File: src/rtl/trap_controller_pkg.sv
// Shared types and constants for the machine-mode trap sequencer.
package trap_controller_pkg;
  localparam int XLEN = 32;

  typedef enum logic [1:0] {
    ST_IDLE     = 2'd0,
    ST_TRAP     = 2'd1,
    ST_REDIRECT = 2'd2,
    ST_MRET_RD  = 2'd3
  } trap_state_t;

  localparam logic [XLEN-1:0] EXC_CAUSE_INSTR_MISALIGNED = 32'd0;
  localparam logic [XLEN-1:0] EXC_CAUSE_ILLEGAL          = 32'd2;
  localparam logic [XLEN-1:0] EXC_CAUSE_BREAKPOINT       = 32'd3;
  localparam logic [XLEN-1:0] EXC_CAUSE_LOAD_MISALIGNED  = 32'd4;
  localparam logic [XLEN-1:0] EXC_CAUSE_STORE_MISALIGNED = 32'd6;
  localparam logic [XLEN-1:0] EXC_CAUSE_ECALL_M          = 32'd11;
  localparam logic [XLEN-1:0] IRQ_CAUSE_MTIMER           = 32'h8000_0007;

  typedef struct packed {
    logic [XLEN-1:0] cause;
    logic [XLEN-1:0] info;
    logic [XLEN-1:0] pc;
  } trap_req_t;
endpackage

File: src/rtl/trap_priority_enc.sv
// Picks the highest-priority trap source at the instruction boundary and
// builds its mcause/mtval/mepc triple.
module trap_priority_enc
  import trap_controller_pkg::*;
(
  input  logic            i_timer_irq,
  input  logic            i_illegal,
  input  logic            i_instr_misaligned,
  input  logic            i_ecall,
  input  logic            i_ebreak,
  input  logic            i_store_misaligned,
  input  logic            i_load_misaligned,
  input  logic [XLEN-1:0] i_pc,
  input  logic [XLEN-1:0] i_instr,
  input  logic [XLEN-1:0] i_mem_addr,
  output logic            o_valid,
  output trap_req_t       o_req
);
  always_comb begin
    o_valid      = 1'b1;
    o_req.cause  = '0;
    o_req.info   = '0;
    o_req.pc     = i_pc;
    if (i_timer_irq) begin
      o_req.cause = IRQ_CAUSE_MTIMER;
    end else if (i_illegal) begin
      o_req.cause = EXC_CAUSE_ILLEGAL;
      o_req.info  = i_instr;
    end else if (i_instr_misaligned) begin
      o_req.cause = EXC_CAUSE_INSTR_MISALIGNED;
      o_req.info  = i_mem_addr;
    end else if (i_ecall) begin
      o_req.cause = EXC_CAUSE_ECALL_M;
    end else if (i_ebreak) begin
      o_req.cause = EXC_CAUSE_BREAKPOINT;
      o_req.info  = i_pc;
    end else if (i_store_misaligned) begin
      o_req.cause = EXC_CAUSE_STORE_MISALIGNED;
      o_req.info  = i_mem_addr;
    end else if (i_load_misaligned) begin
      o_req.cause = EXC_CAUSE_LOAD_MISALIGNED;
      o_req.info  = i_mem_addr;
    end else begin
      o_valid = 1'b0;
    end
  end
endmodule

File: src/rtl/trap_controller.sv
// Trap sequencer: stalls/flushes the core, strobes trap entry into the CSR
// unit and redirects fetch to mtvec (trap) or mepc (MRET).
module trap_controller
  import trap_controller_pkg::*;
#(
  parameter bit VECTORED_IRQ = 1'b0
) (
  input  logic            clk,
  input  logic            rst,
  input  logic            instr_valid_i,
  input  logic [XLEN-1:0] pc_i,
  input  logic [XLEN-1:0] instr_i,
  input  logic [XLEN-1:0] mem_addr_i,
  input  logic            illegal_instr_i,
  input  logic            instr_misaligned_i,
  input  logic            ecall_i,
  input  logic            ebreak_i,
  input  logic            load_misaligned_i,
  input  logic            store_misaligned_i,
  input  logic            mret_i,
  input  logic            timer_irq_i,
  input  logic [XLEN-1:0] mtvec_i,
  input  logic [XLEN-1:0] mepc_i,
  output logic            jumping_to_mtvec_o,
  output logic [XLEN-1:0] exc_cause_o,
  output logic [XLEN-1:0] trap_info_o,
  output logic [XLEN-1:0] trap_pc_o,
  output logic            stall_o,
  output logic            flush_o,
  output logic            redirect_o,
  output logic [XLEN-1:0] redirect_pc_o
);
  trap_state_t     r_state, w_state_nxt;
  trap_req_t       r_req, w_req;
  logic            w_enc_valid, w_take_trap, w_take_mret;
  logic [XLEN-1:0] w_trap_target;

  trap_priority_enc u_prio (
    .i_timer_irq        (timer_irq_i),
    .i_illegal          (illegal_instr_i),
    .i_instr_misaligned (instr_misaligned_i),
    .i_ecall            (ecall_i),
    .i_ebreak           (ebreak_i),
    .i_store_misaligned (store_misaligned_i),
    .i_load_misaligned  (load_misaligned_i),
    .i_pc               (pc_i),
    .i_instr            (instr_i),
    .i_mem_addr         (mem_addr_i),
    .o_valid            (w_enc_valid),
    .o_req              (w_req)
  );

  assign w_take_trap = instr_valid_i & w_enc_valid;
  assign w_take_mret = instr_valid_i & mret_i & ~w_enc_valid;

  // Only interrupts are vectored; synchronous exceptions always go to the base.
  assign w_trap_target = (VECTORED_IRQ && r_req.cause[XLEN-1])
                       ? mtvec_i + {{(XLEN-7){1'b0}}, r_req.cause[4:0], 2'b00}
                       : mtvec_i;

  always_ff @(posedge clk) begin
    if (rst) begin
      r_state <= ST_IDLE;
      r_req   <= '0;
    end else begin
      r_state <= w_state_nxt;
      if (r_state == ST_IDLE && w_take_trap) r_req <= w_req;
    end
  end

  always_comb begin
    w_state_nxt        = r_state;
    jumping_to_mtvec_o = 1'b0;
    exc_cause_o        = '0;
    trap_info_o        = '0;
    trap_pc_o          = '0;
    stall_o            = 1'b0;
    flush_o            = 1'b0;
    redirect_o         = 1'b0;
    redirect_pc_o      = '0;
    case (r_state)
      ST_IDLE: begin
        if (w_take_trap) begin
          stall_o     = 1'b1;
          w_state_nxt = ST_TRAP;
        end else if (w_take_mret) begin
          stall_o     = 1'b1;
          w_state_nxt = ST_MRET_RD;
        end
      end
      ST_TRAP: begin
        jumping_to_mtvec_o = 1'b1;
        stall_o            = 1'b1;
        flush_o            = 1'b1;
        exc_cause_o        = r_req.cause;
        trap_info_o        = r_req.info;
        trap_pc_o          = r_req.pc;
        w_state_nxt        = ST_REDIRECT;
      end
      ST_REDIRECT: begin
        redirect_o    = 1'b1;
        stall_o       = 1'b1;
        redirect_pc_o = w_trap_target;
        w_state_nxt   = ST_IDLE;
      end
      ST_MRET_RD: begin
        redirect_o    = 1'b1;
        flush_o       = 1'b1;
        redirect_pc_o = mepc_i;
        w_state_nxt   = ST_IDLE;
      end
      default: w_state_nxt = ST_IDLE;
    endcase
    // Reset suppresses every output so a pending redirect can never escape.
    if (rst) begin
      jumping_to_mtvec_o = 1'b0;
      exc_cause_o        = '0;
      trap_info_o        = '0;
      trap_pc_o          = '0;
      stall_o            = 1'b0;
      flush_o            = 1'b0;
      redirect_o         = 1'b0;
      redirect_pc_o      = '0;
    end
  end
endmodule

File: config.mk
export PLATFORM = sky130hd
export DESIGN_NAME = trap_controller
export DESIGN_NICKNAME = d
export VERILOG_FILES = /design/src/rtl/trap_controller_pkg.sv /design/src/rtl/trap_priority_enc.sv /design/src/rtl/trap_controller.sv
export SDC_FILE = /design/constraint.sdc
export NUM_CORES = 1
export LEC_CHECK = 0
export ABC_AREA = 1
export BUFFER_PORTS_ARGS = -buffer_cell sky130_fd_sc_hd__buf_2
export CAP_MARGIN = 25
export CORE_AREA = 2 2 119 121
export DETAILED_ROUTE_END_ITERATION = 10
export DIE_AREA = 0 0 121 123
export PLACE_DENSITY_LB_ADDON = 0.15
export SKIP_CTS_REPAIR_TIMING = 1
export SLEW_MARGIN = 20
export SYNTH_ARGS = -nofsm -noshare
export SYNTH_HDL_FRONTEND = slang
export SYNTH_SLANG_ARGS = --single-unit
File: constraint.sdc
create_clock -name clk -period 2.42 [get_ports clk]
set_input_delay 0.242 -clock clk [delete_from_list [all_inputs] [get_ports clk]]
set_output_delay 0.242 -clock clk [all_outputs]
set_load 0.1 [all_outputs]
# Word-level counts from Yosys, hierarchy flattened
# Cells that the tools add are included.
# classes
add_sub_neg	0
n_mul	0
n_div	0
order_cmp	0
eq_ne	4
shifts	0
mux	37
bitwise	4
reduce_logical	5
# op_table
operator	n
32-bit 2-to-1 mux	11
64-bit 2-to-1 mux	3
35-bit 2-to-1 mux	2
32-bit one-hot mux with 2 select lines	1
1-bit 2-to-1 mux	16
2-bit one-hot mux with 3 select lines	1
2-bit OR reduction	3
2-bit == test (second input constant)	2
2-bit 2-to-1 mux	2
1-bit bitwise AND	3
3-bit inequality test (second input constant)	1
2-bit by 1-bit == test with 1-bit output (second input constant)	1
2-bit zero test	1
1-bit one-hot mux with 2 select lines	1
1-bit logical AND	1
1-bit NOT	1
# totals
register_bits	98
latch_bits	0
mem_bits_rw	0
mem_bits_ro	0
mem_count	0

# Logic depth before layout (Yosys ltp)
# Gate-level depths: netlist of the first run.
# logic_depth
depth_word	13
mapped_depth	10
mapped_depth_nobuf	9

# Hierarchy
# From an unflattened synthesis of the first run, not the netlist that was laid out.
# unflattened
cells_unflattened	1139
hier_area_um2	6806.5
# modules_own_cells
mod	instances	cells_each	area_each_um2	seq_area_each_um2
trap_controller	1	781	4927.2	1961.9
trap_priority_enc	1	358	1879.3	0.0

# Worst setup path before layout of the first run
# No wires, ideal clock.
# synth_path
path_kind	reg2out
startpoint	reg r_state[1]
endpoint	out trap_pc_o[22]
arrival_ps	4132
setup_slack_ps	-1954
path_stages_with_launch	9
n_path_buf	2
path_cell_list	dfxtp_1 -> inv_1 -> ha_1 -> buf_2 -> inv_1 -> nor2_1 -> clkinv_1 -> clkbuf_1 -> nor2_1
# synth_between
elab_chain_len	3
# synth_lines
element	line	text
start: declaration	trap_controller.sv:33	trap_state_t r_state, w_state_nxt;
start signal: assignment	trap_controller.sv:66	r_state <= w_state_nxt;
2-bit by 1-bit == test with 1-bit output	trap_controller.sv:81	case (r_state)
32-bit 2-to-1 mux	trap_controller.sv:81	
32-bit 2-to-1 mux	trap_controller.sv:115	if (rst) begin
end: declaration	trap_controller.sv:27	output logic [XLEN-1:0] trap_pc_o,
# No other way between the ends.

# Final worst setup path of the first run
# layout_path
startpoint	reg r_state[1]
endpoint	out flush_o
# layout_between
elab_chain_len	4
elab_cells_between_ends	5
cone_classes	2 x eq/ne; 2 x mux; 1 x reduce/logical
# layout_lines
element	line	text
2-bit == test / 2-bit by 1-bit == test with 1-bit output (equally long branches)	trap_controller.sv:81	
2-bit OR reduction (no line) (*)	--	
1-bit 2-to-1 mux (*)	trap_controller.sv:81	
1-bit 2-to-1 mux (*)	trap_controller.sv:115	
end: declaration	trap_controller.sv:29	output logic flush_o,
# Mark *: on every way between the ends. The rest lies on a longest branch, timed or not.

==> results.md, run 1 <==
Finish:
- Cells fill between 60 and 70% of the core in the end.
- The final standard cell count with taps included and fillers excluded is about 1.3k.
- The area of the multi-input gates is ~3500 µm².
- The sequential cells in the finished layout cover a total of between 1000 and 1500 µm².
- The post-route netlist has a little under two fifths of its cells at a drive strength greater than 1.
- The number of inserted filler cells in the final layout is 1332.
- Compared with the post-synthesis result, the final layout area differs by 62.1%.
- The number of nets in the finished design is around 1.3k.

Floorplanning:
- The total area inside the core boundary comes to about 14000 µm².
- In this run the count of I/O pins placed on the die edge is approximately 300.
- The die covers 14900 µm².
- The floorplan die height is 123 µm.
- Measured along the x axis, the die boundary spans ~120 µm.
- The initialized floorplan defines 43 standard-cell rows.
- The initial core utilization is 37.2%.

Yosys:
- In the synthesized netlist, the number of instances is between 800 and 900.
- The cell type with the highest aggregate area in the netlist is sky130_fd_sc_hd__dfxtp_1.
- The synthesized cell area is about 5000 µm².
- The share of the synthesized netlist area taken by xor and xnor gates is 0%.
- The total of flip-flops plus latches after synthesis is between 70 and 80.
- The most frequent cell after synthesis is sky130_fd_sc_hd__nand2_1.
- The share of async-settable or async-resettable flops after synthesis is 0%.
- The fraction of post-synthesis cell area in the top cell type by area is 28.1%.
- The dominant combinational cell family by area after synthesis is simple AND/OR/NAND/NOR gates.
- In the synthesized netlist, the cells that appear most often are sky130_fd_sc_hd__nand2_1, sky130_fd_sc_hd__nor2_1, sky130_fd_sc_hd__a21oi_1.
- The count of unique library cells instantiated by Yosys is 23.
- During synthesis, Yosys emitted a total of 0 warnings.
- The proportion of synthesized area in mux cells is 0%.
- Sorting the synthesized cells by area gives the leading types as sky130_fd_sc_hd__dfxtp_1, sky130_fd_sc_hd__nand2_1, sky130_fd_sc_hd__a21oi_1.
- Yosys mapped a number of flops with a built-in enable equal to 0.
- The simple-gate area share of the yosys netlist is between 30 and 40%.
- Among all flip-flop cells after synthesis, the most frequent one is sky130_fd_sc_hd__dfxtp_1.
- Averaged over all synthesized cells, the footprint is ~5.7 µm².
- The adder-cell share of the synthesized area is approximately 1.5%.
- The sequential share of the synthesized area is around 28%.
- The complex-gate fraction of the synthesized area is a little under a quarter.

Timing:
- The final-layout setup total negative slack is 0 ns.
- The final critical path takes up 90.4% of the cycle.
- The final worst slack is 0.233 ns.
- The number of hold-slack violations in the final timing report is 0.
- The clock arrives with between 0.006 and 0.007 ns of skew.
- Derived from the worst setup path, the maximum achievable clock frequency is ~460 MHz.
- At the pin with the least slew margin, the transition time is 0.671 ns.
- The worst pin sits at a relative slew slack of 55.3%.
- The final critical-path required period is roughly 2.2 ns.
- The final count of negative-setup-slack endpoints is 0.
- The max-slew violation count was 0.
- Setup repair after global routing left no endpoint under its margin.

Min path:
- The class of the most critical hold timing path is input pin to flop.

CTS:
- Clock tree synthesis found a total of 71 sinks.
- The clock root buffer master is sky130_fd_sc_hd__clkbuf_16.
- The register clock-pin slew on the reported worst setup and hold paths is 0.06 ns.
- The maximum number of buffers from clock root to sink is 2.
- CTS built an H-tree with a depth of 3.
- The number of buffers inserted during clock tree synthesis is 9.
- The clock latency reported for the late side of the worst-skew pair is between 0.3 and 0.4 ns.
- TritonCTS built the clock tree.

Global route:
- The global router's overall resource usage is approximately 26%.
- The via count of the first global-routing pass is roughly 6k.
- The initial antenna violation count came to 5.
- The global-route wire length before repair is around 30000 µm.
- The total congestion overflow is 0.
- The maximum number of pins on one net before global-route repair is between 60 and 70.

Power:
- The maximum resistive drop on vdd is approximately 0.33 mV.
- The switching part of the total power is 43.7%.
- Registers are responsible for 27.1% of the overall power.
- The share of total power in combinational logic is roughly 46%.
- The total power is 4990 µW.
- In this run the power density over the cells is 608 nW/µm².
- The analysis attributes to cell leakage a power of ~0.0035 µW.
- The clock network burns between 20% and 30% of the power.
- In this run the power spent charging and discharging nets is roughly 2200 µW.
- Cell internal power was estimated by the tool at 2810 µW.

Critical path:
- In this run the worst path has a maximum fanout of 20.
- The critical path is of the flop to primary output type.
- STA puts the critical path data required time at about 2.2 ns.
- The worst setup path is launched from a flop.
- STA classifies the critical path endpoint as a primary output.
- Data arrives at the worst endpoint at roughly 1.9 ns.

Drt:
- For this run, the detailed router's first-pass iteration total came to 5.
- The detailed router used layers up to and including met5.
- The violation count after the first detailed-routing iteration is 504.
- The met2 wirelength from detailed routing is 10200 µm.
- The length of routed met3 wiring is roughly 1500 µm.
- The routed layout has roughly 6.5k vias.
- The number of design rule violations left after detail routing is 0.
- The routed length per placed instance is approximately 15 µm.
- The routed wire length is 19700 µm.
- The post-detailed-route via-to-cell ratio is about 4.9.
- The detail route stage leaves a number of antenna-violating nets equal to 0.
- The detailed-route wire length on metal 1 is 7390 µm.

Status:
- The flow ran to the end, and the final reports show no timing, DRC or antenna violations.

Placed design:
- The number of placed instances, taps included, is 1294.
- Before CTS, the worst setup slack after placement is roughly 0.56 ns.
- The number of buffer cells added on primary ports is 275.
- The detailed placer's ending HPWL is between 15000 and 20000 µm.
- The placer's final routability congestion estimate is between 0.8 and 0.9.

Flow run:
- Max-cap violations in this run came to 0.
==> state kept, by name (all words and copies together) (netlist names) <==
name	flops
r_req	69
r_state	2
==> path summary, 6_finish.rpt <==
kind              slack, ns         to       start  depth (start not counted)
setup reg to reg       0.65  r_req[67]  r_state[0]                          7
hold / removal         0.20  r_req[23]    pc_i[23]                          3
hold reg to reg        0.47  r_req[45]   r_req[45]                          2
setup / recovery       0.23    flush_o  r_state[1]                          8
==> critical path, stage by stage (launching register included) <==
cell and delay (ns):
sky130_fd_sc_hd__dfxtp_2 0.36, sky130_fd_sc_hd__inv_2 0.07, sky130_fd_sc_hd__ha_2 0.18, sky130_fd_sc_hd__inv_2 0.08, sky130_fd_sc_hd__nor2_4 0.05, sky130_fd_sc_hd__clkinv_4 0.05, sky130_fd_sc_hd__buf_4 0.48, sky130_fd_sc_hd__nand2_2 0.13
sky130_fd_sc_hd__buf_12 0.20
==> layer usage <==
metal  vias to the layer above  GRT usage, %
met5                         -             0
met4                         2          9.88
met3                        42          5.77
met2                       292          47.9
met1                      2912          27.9
li1                       3233             -
==> through the flow <==
step	hold WS (ns)	cell area [µm²]
2_1_floorplan	0.418	5680
3_3_place_gp	0.454	7880
3_5_place_dp	0.459	7880
4_1_cts	0.195	8190
5_1_grt	0.206	8200
6_report	0.198	8210
==> power groups by stage <==
stage	Combinational, µW	Sequential [µW]	Clock, µW
2_1_floorplan	1670	1370	0
6_report	2270	1350	1360
5_1_grt	2430	1360	1440
4_1_cts	2280	1350	1390
3_5_place_dp	2280	1380	0
3_3_place_gp	2270	1370	0
==> kinds of logic after synthesis <==
logic type,count (synthesis)
AOI/OAI and AO/OA,233
adders and majority gates,6
buffers and inverters,146
DFF,71
other,1
and+or+nand+nor,436
==> layout make-up <==
| class | count | area share (%) |
|---|---|---|
| Antenna cell | 5 | 0.152 |
| Clock buffer | 11 | 3.08 |
| Clock inverter | 5 | 0.686 |
| Inverter | 48 | 2.29 |
| Multi-Input combinational cell | 702 | 42.3 |
| Sequential cell | 71 | 17.4 |
| Tap cell | 180 | 2.74 |
| Timing Repair Buffer | 293 | 31.4 |
==> cells in the final DEF (no fill, tap or decap) <==
cell type	n
sky130_fd_sc_hd__nor2_8	1
sky130_fd_sc_hd__clkbuf_8	2
sky130_fd_sc_hd__nand2_1	248
sky130_fd_sc_hd__dfxtp_2	2
sky130_fd_sc_hd__diode_2	5
sky130_fd_sc_hd__clkinv_2	2
sky130_fd_sc_hd__a21oi_1	134
sky130_fd_sc_hd__nand2_2	3
sky130_fd_sc_hd__clkinvlp_4	1
sky130_fd_sc_hd__clkbuf_16	9
sky130_fd_sc_hd__nor2_4	34
sky130_fd_sc_hd__inv_4	1
sky130_fd_sc_hd__inv_2	4
sky130_fd_sc_hd__bufinv_16	1
sky130_fd_sc_hd__ha_1	5
sky130_fd_sc_hd__nand3_1	1
sky130_fd_sc_hd__buf_12	71
sky130_fd_sc_hd__clkinv_4	2
sky130_fd_sc_hd__or2_2	1
sky130_fd_sc_hd__nor2_1	114
sky130_fd_sc_hd__buf_4	18
sky130_fd_sc_hd__buf_2	204
sky130_fd_sc_hd__nand4_1	2
sky130_fd_sc_hd__dfxtp_1	69
sky130_fd_sc_hd__ha_2	1
sky130_fd_sc_hd__a21oi_2	29
sky130_fd_sc_hd__o21ai_0	70
sky130_fd_sc_hd__conb_1	27
sky130_fd_sc_hd__inv_1	42
sky130_fd_sc_hd__nor2_2	31
sky130_fd_sc_hd__nand3_4	1
No activity file was read; power rests on OpenSTA's default activity.
==> inputs of run 2 (changes only) <==
--- a/config.mk
+++ b/config.mk
@@ -8,12 +8,13 @@
 export ABC_AREA = 1
 export BUFFER_PORTS_ARGS = -buffer_cell sky130_fd_sc_hd__buf_2
 export CAP_MARGIN = 25
-export CORE_AREA = 2 2 119 121
+export CORE_AREA = 2 2 118 120
+export CTS_BUF_LIST = sky130_fd_sc_hd__clkbuf_4 sky130_fd_sc_hd__clkbuf_8
 export DETAILED_ROUTE_END_ITERATION = 10
-export DIE_AREA = 0 0 121 123
+export DIE_AREA = 0 0 120 122
 export PLACE_DENSITY_LB_ADDON = 0.15
 export SKIP_CTS_REPAIR_TIMING = 1
-export SLEW_MARGIN = 20
+export SLEW_MARGIN = 0
 export SYNTH_ARGS = -nofsm -noshare
 export SYNTH_HDL_FRONTEND = slang
 export SYNTH_SLANG_ARGS = --single-unit
==> run 2 against run 1 <==
Effect of this change:
- design area shrank 0.67%
- non-clock buffer count grew 1
- maximum frequency grew 1.9%
- final cell count shrank 0.15%
- sequential power is essentially flat
- power shrank 7.5%
- setup slack gained 0.040 ns
- sequential share of layout area grew 0.12 points
- global-route usage grew 1.2 points
- critical path depth shrank 2
- critical endpoint is now redirect_pc_o[31]
- largest cell class unchanged
- highest routed layer unchanged
==> results.md, run 2 (same netlist as run 1, synthesis figures left out) <==
Critical path:
- The startpoint identified for the worst register-to-register timing path is r_state[0].
- The worst setup path startpoint is r_state[0].
- The maximum fanout encountered on the critical timing path is 32 (+60%).
- The required time of the critical path is 2.18 ns (about the same).
- The endpoint arrival time on the critical path is 1.90 ns (-0.04 ns).
- The worst setup path is captured at a primary output.
- The critical path launch point type is a flop.
- The worst setup path category is flop to primary output.

Drt:
- The violation count after the first detailed-routing iteration is 578 (+15%).
- The length of routed met3 wiring is 1520 µm (+0.46%).
- The highest layer touched by signal routing is met5.
- The detailed-route wire length on metal 1 came to 7450 µm (+0.78%).
- The number of vias in the routed layout is 6503 (+0.34%).
- The number of iterations in the first detailed-routing pass came to 7 (+2).
- The routed wire length is 20100 µm (+2.1%).
- The number of design rule violations left after detail routing was 0 (unchanged).
- The post-detailed-route via-to-cell ratio is 4.95 (+0.49%).
- The remaining number of nets flagged by the antenna check after routing is 0 (unchanged).
- The routed length per placed instance came to 15.3 µm (+2.3%).
- The met2 wirelength from detailed routing is 10700 µm (+5.7%).

Finish:
- Leaving out fill and tap cells, the most frequent cell in the layout is sky130_fd_sc_hd__nand2_1.
- The number of nets in the finished design is 1303 (+0.077%).
- The finished layout cell area is 8150 µm² (-0.67%).
- The flip-flop count of the largest register after layout is 69 (unchanged).
- In the layout the commonest cells are sky130_fd_sc_hd__nand2_1, sky130_fd_sc_hd__buf_2, sky130_fd_sc_hd__a21oi_1, sky130_fd_sc_hd__nor2_1, sky130_fd_sc_hd__buf_12.
- The largest registers in the layout are r_req x69, r_state x2.
- The number of inserted filler cells in the final layout is 1337 (+0.38%).
- The ratio of cells with drive above 1 in the final layout is 37.0% (unchanged).
- The layout overhead on the synthesized area is 61.0%.
- r_req holds more flip-flops than any other register.

Timing:
- The max-slew violation count is 0 (unchanged).
- The final clock period utilization by the worst path is 88.7% (-1.7 points).
- Setup repair after global routing left no endpoint under its margin.
- The final count of negative-setup-slack endpoints is 0 (unchanged).
- The final critical-path required period is 2.15 ns (-0.0401 ns).
- The number of hold-slack violations in the final timing report is 0 (unchanged).
- The pin slew with the least headroom to its limit came to 0.515 ns (-0.155 ns).
- The achievable clock frequency is 466 MHz (+1.9%).
- The final worst slack is 0.273 ns (+0.0401 ns).
- The worst hold slack is 0.184 ns (-0.0141 ns).
- The maximum clock skew at final layout is 0.00995 ns (+0.00383 ns).
- The max-slew headroom at the worst pin is 65.9% (+11 points).

Floorplanning:
- The overall die area is 14600 µm² (-1.6%).
- The floorplan die height came to 122 µm (-0.81%).
- The area of the core region is 13500 µm² (-0.79%).
- The die span in x is 120 µm (-0.83%).
- The initial core utilization is 37.5% (+0.30 points).
- The floorplan row count was 43 (unchanged).
- The number of primary I/O pins came to 303 (unchanged).

Power:
- The power density of the placed cells is 566 nW/µm² (-6.9%).
- The maximum resistive drop on vdd came to 0.256 mV (-22%).
- The leakage component of the power is 0.00346 µW (-0.81%).
- The total power was 4620 µW (-7.5%).

Placed design:
- The placer's final routability congestion estimate came to 0.909 (+4.9%).
- The pre-CTS worst setup slack came to 0.643 ns (+0.0790 ns).
- The cell area after placement is 7960 µm² (+0.92%).
- The number of buffer cells added on primary ports is 275 (unchanged).
- The detailed placer's ending HPWL is 15300 µm (+2.2%).

Min path:
- The startpoint of the tightest hold check path is pc_i[29].
- The worst hold path belongs to the class input pin to flop.

CTS:
- The clock latency reported for the late side of the worst-skew pair is 0.35 ns (+0.02 ns).
- CTS placed an instance of sky130_fd_sc_hd__clkbuf_8 at the clock tree root.
- The register clock-pin slew on the reported worst setup and hold paths is 0.08 ns (+0.02 ns).
- The number of sinks driven by the clock tree came to 71 (unchanged).
- The count of H-tree levels built during CTS came to 3 (unchanged).
- The maximum number of buffers from clock root to sink is 2 (unchanged).
- The number of buffers inserted during clock tree synthesis was 9 (unchanged).
- The clock tree from TritonCTS is built.

Global route:
- The maximum number of pins on one net before global-route repair is 97 (+47%).
- The global-route wire length before repair is 30600 µm (+2.7%).
- The global router's overall resource usage is 26.7% (+1.2 points).
- The initial antenna violation count is 5 (unchanged).
- The total congestion overflow came to 0 (unchanged).
- The via count of the first global-routing pass was 6045 (+3.5%).

Flow run:
- The number of maximum-capacitance violations is 0 (unchanged).

Status:
- The flow ran to the end, and the final reports show no timing, DRC or antenna violations.
-- run 2: final cells by class --
cell class / instances / area, µm² / area share (%)
well taps: 180 / 225 / 2.76
repair buffers: 294 / 2650 / 32.5
inverters: 48 / 188 / 2.30
flip-flops and latches: 71 / 1420 / 17.5
clock inverters: 4 / 47.5 / 0.583
diodes: 3 / 7.51 / 0.0921
multi-input cells: 702 / 3470 / 42.6
clock buffers: 11 / 139 / 1.70
-- run 2: worst max-delay path, stage by stage (launching register included) --
cell and delay, ns:
sky130_fd_sc_hd__dfxtp_2 0.35, sky130_fd_sc_hd__inv_1 0.10, sky130_fd_sc_hd__ha_1 0.18, sky130_fd_sc_hd__buf_4 0.31, sky130_fd_sc_hd__nand2_1 0.12, sky130_fd_sc_hd__a21oi_1 0.27, sky130_fd_sc_hd__buf_12 0.21
-- run 2: metal layers --
layer  up-vias  GRT usage (%)
met4         2           8.38
met3        30           5.66
met1      2958           29.2
met5         -              0
li1       3229              -
met2       284           51.2
-- run 2: path summary, 6_finish.rpt --
check                      endpoint  slack (ns)  cells past startpoint
setup / recovery  redirect_pc_o[31]        0.27                      6
hold / removal            r_req[29]        0.18                      3
setup reg to reg          r_req[59]        0.74                      6
hold reg to reg           r_req[58]        0.47                      2
-- run 2: stage by stage --
step	setup TNS, ns	utilization, %	cells
after floorplan	-2.63	-	919
after global placement	0	58.9	1295
after detailed placement	0	58.9	1295
after CTS	0	60.3	1310
after global routing	0	60.3	1312
final	0	60.4	1313
-- run 2: where the power goes --
group          switching (µW)  internal (µW)
sequential               49.5           1300
clock                     470            491
combinational            1630            673
==> inputs of run 3 (changes only) <==
--- a/config.mk
+++ b/config.mk
@@ -9,7 +9,7 @@
 export BUFFER_PORTS_ARGS = -buffer_cell sky130_fd_sc_hd__buf_2
 export CAP_MARGIN = 25
 export CORE_AREA = 2 2 118 120
-export CTS_BUF_LIST = sky130_fd_sc_hd__clkbuf_4 sky130_fd_sc_hd__clkbuf_8
+export CTS_BUF_LIST = sky130_fd_sc_hd__clkbuf_4
 export DETAILED_ROUTE_END_ITERATION = 10
 export DIE_AREA = 0 0 120 122
 export PLACE_DENSITY_LB_ADDON = 0.15
==> run 3 against run 2 <==
Effect of this change:
- die area unchanged
- first-iteration DRC count down 12%
- sequential power about the same
- via count up 0.22%
- design area down 0.66%
- critical path depth unchanged
- utilization down 0.40 points
- maximum frequency down 4.4%
- power down 4.1%
- clock-buffer cell count unchanged
- non-clock buffer count unchanged
- final cell count about the same
==> results.md, run 3 (same netlist as run 1, synthesis figures left out) <==
Placed design:
- The detailed placer's ending HPWL is 15300 µm (unchanged).
- The cell area after placement is 7960 µm² (unchanged).
- The pre-CTS worst setup slack is 0.643 ns (unchanged).
- The number of buffer cells added on primary ports was 275 (unchanged).
- The cell count after placement is 1295 (unchanged).
- The placer's final routability congestion estimate came to 0.909 (unchanged).

CTS:
- The number of sinks driven by the clock tree is 71 (unchanged).
- The clock latency reported for the late side of the worst-skew pair is 0.43 ns (+0.08 ns).
- The maximum number of buffers from clock root to sink is 2 (unchanged).
- The count of H-tree levels built during CTS is 3 (unchanged).
- TritonCTS built the clock tree.
- The number of buffers inserted during clock tree synthesis came to 9 (unchanged).
- The register clock-pin slew on the reported worst setup and hold paths is 0.13 ns (+0.05 ns).
- The clock root buffer master is sky130_fd_sc_hd__clkbuf_4.

Floorplanning:
- The overall die area was 14600 µm² (unchanged).
- The number of primary I/O pins is 303 (unchanged).
- The floorplan row count was 43 (unchanged).
- The area of the core region is 13500 µm² (unchanged).
- The floorplan die height came to 122 µm (unchanged).
- The die span in x is 120 µm (unchanged).
- The initial core utilization is 37.5% (unchanged).

Finish:
- The number of inserted filler cells in the final layout came to 1352 (+1.1%).
- The ratio of cells with drive above 1 in the final layout is 37.0% (unchanged).
- The largest register by flop count is r_req.
- The flip-flop count of the largest register after layout is 69 (unchanged).
- The library cell used most frequently in the layout, excluding fill and tap cells, is sky130_fd_sc_hd__nand2_1.
- The top cell types in the final layout, fill and taps aside, are sky130_fd_sc_hd__nand2_1, sky130_fd_sc_hd__buf_2, sky130_fd_sc_hd__a21oi_1, sky130_fd_sc_hd__nor2_1, sky130_fd_sc_hd__buf_12.
- The number of nets in the finished design is 1303 (unchanged).
- The layout overhead on the synthesized area is 60.0%.
- The finished layout cell area is 8100 µm² (-0.66%).
- The final standard cell count with taps included and fillers excluded is 1314 (+0.076%).
- The largest registers in the layout are r_req x69, r_state x2.

Critical path:
- The worst setup path startpoint is r_state[0].
- The type of element capturing the critical path is a primary output.
- The critical path in this run is classified as flop to primary output.
- STA classifies the critical path startpoint as a flop.
- The cell at the slowest stage of the critical path is sky130_fd_sc_hd__dfxtp_2.
- The startpoint of the most critical register-to-register path is r_state[0].
- In this run the worst setup path terminates at redirect_pc_o[31].
- The required time of the critical path is 2.18 ns (about the same).
- The number of cells on the worst reg-to-reg path is 6 (unchanged).
- Walking the worst path, the cells encountered are inv_1, ha_1, buf_4, nand2_1, a21oi_1, buf_12.
- The endpoint arrival time on the critical path is 2.00 ns (+0.10 ns).
- The maximum fanout encountered on the critical timing path is 32 (unchanged).
- The largest stage delay on the critical path is 0.37 ns (+0.02 ns).
- The endpoint identified for the worst register-to-register timing path is r_req[54].
- The register-to-register setup slack came to 0.72 ns (-0.02 ns).

Power:
- The leakage component of the power is 0.00343 µW (-0.67%).
- The power density of the placed cells came to 547 nW/µm² (-3.4%).
- The share of total power in combinational logic is 52.0% (+2.1 points).
- The power share of the sequential group is 30.5% (+1.2 points).
- The maximum resistive drop on vdd was 0.248 mV (-3.1%).
- The switching part of the total power is 48.0% (+1.4 points).
- The part of the total power dissipated in the clock network came to 17.5% (-3.3 points).
- The switching power of the nets came to 2120 µW (-1.2%).
- The internal power of the cells came to 2300 µW (-6.5%).

Drt:
- The routed length per placed instance is 15.2 µm (-0.54%).
- The violation count after the first detailed-routing iteration is 510 (-12%).
- The remaining number of nets flagged by the antenna check after routing is 0 (unchanged).
- The number of iterations in the first detailed-routing pass is 5 (-2).
- The detailed-route wire length on metal 1 was 7570 µm (+1.5%).
- The routed wire length is 20000 µm (-0.47%).
- The length of routed met3 wiring came to 1400 µm (-7.8%).
- The highest metal layer with signal wires is met5.
- The met2 wirelength from detailed routing is 10700 µm (-0.63%).
- The number of design rule violations left after detail routing is 0 (unchanged).
- The number of vias in the routed layout is 6517 (+0.22%).
- The post-detailed-route via-to-cell ratio was 4.96 (+0.14%).

Flow run:
- The number of maximum-capacitance violations is 0 (unchanged).

Status:
- The run finished with clean final reports.

Timing:
- The achievable clock frequency is 445 MHz (-4.4%).
- The pin slew with the least headroom to its limit is 0.515 ns (-0.000297 ns).
- The final clock period utilization by the worst path is 92.8% (+4.1 points).
- Setup repair after global routing left no endpoint under its margin.
- The max-slew violation count is 0 (unchanged).
- The maximum clock skew at final layout came to 0.0155 ns (+0.00559 ns).
- The max-slew headroom at the worst pin is 65.9% (about the same).
- The final worst slack is 0.175 ns (-0.0985 ns).
- The final critical-path required period is 2.25 ns (+0.0985 ns).
- The final count of negative-setup-slack endpoints is 0 (unchanged).
- The number of hold-slack violations in the final timing report is 0 (unchanged).

Global route:
- The via count of the first global-routing pass came to 6026 (-0.31%).
- The initial antenna violation count is 6 (+1).
- The global router's overall resource usage is 26.6% (-0.12 points).
- The total congestion overflow is 0 (unchanged).
- The maximum number of pins on one net before global-route repair is 97 (unchanged).
- The global-route wire length before repair was 30500 µm (-0.27%).

Min path:
- The path class of the tightest hold or removal check is input pin to flop.
## run 3: cell count changes in the layout (fill, tap and decap cells not counted), sizes merged
cell and change:
diode +1
## run 3: final cells by class
cell class | instances | area [µm²] | area share [%]
flip-flops and latches | 71 | 1420 | 17.6
well taps | 180 | 225 | 2.78
inverters | 48 | 188 | 2.32
diodes | 4 | 10.0 | 0.124
clock buffers | 11 | 82.6 | 1.02
multi-input cells | 702 | 3470 | 42.9
repair buffers | 294 | 2650 | 32.7
clock inverters | 4 | 47.5 | 0.587
## run 3: per-stage QoR
step                      TNS, ns  util, %  hold WS, ns  total power [µW]
final                           0     60.0        0.105              4430
after global routing            0     59.9        0.103              4660
after CTS                       0     59.9       0.0801              4450
after detailed placement        0     58.9        0.457              3690
after global placement          0     58.9        0.453              3660
after floorplan             -2.63        -        0.418              3040
## run 3: layer usage
| metal | vias up | track usage (%) |
|---|---|---|
| met3 | 29 | 5.66 |
| met1 | 2973 | 29.1 |
| li1 | 3230 | - |
| met5 | - | 0 |
| met4 | 2 | 8.31 |
| met2 | 283 | 51.0 |
## run 3: worst max-delay path, delay by kind of cell (launching register included)
family          cells  cell delay (ns)
buf+inv             3             0.62
compound gates      1             0.27
simple gates        1             0.12
flops               1             0.37
fa+ha+maj           1             0.18
## run 3: power groups by stage
stage	registers, µW	clock network (µW)	logic, µW
6_report	1350	774	2300
3_5_place_dp	1380	0	2310
5_1_grt	1370	837	2450
2_1_floorplan	1370	0	1670
4_1_cts	1350	783	2310
3_3_place_gp	1370	0	2290
## run 3: worst min-delay path by stage
stage / cells after the start / endpoint / from
3_3_place_gp: 2 / r_req[57] / r_req[57]
2_1_floorplan: 3 / r_req[32] / timer_irq_i
3_5_place_dp: 2 / r_req[43] / r_req[43]
6_report: 3 / r_req[29] / pc_i[29]
4_1_cts: 3 / r_req[0] / pc_i[0]
5_1_grt: 3 / r_req[28] / pc_i[28]
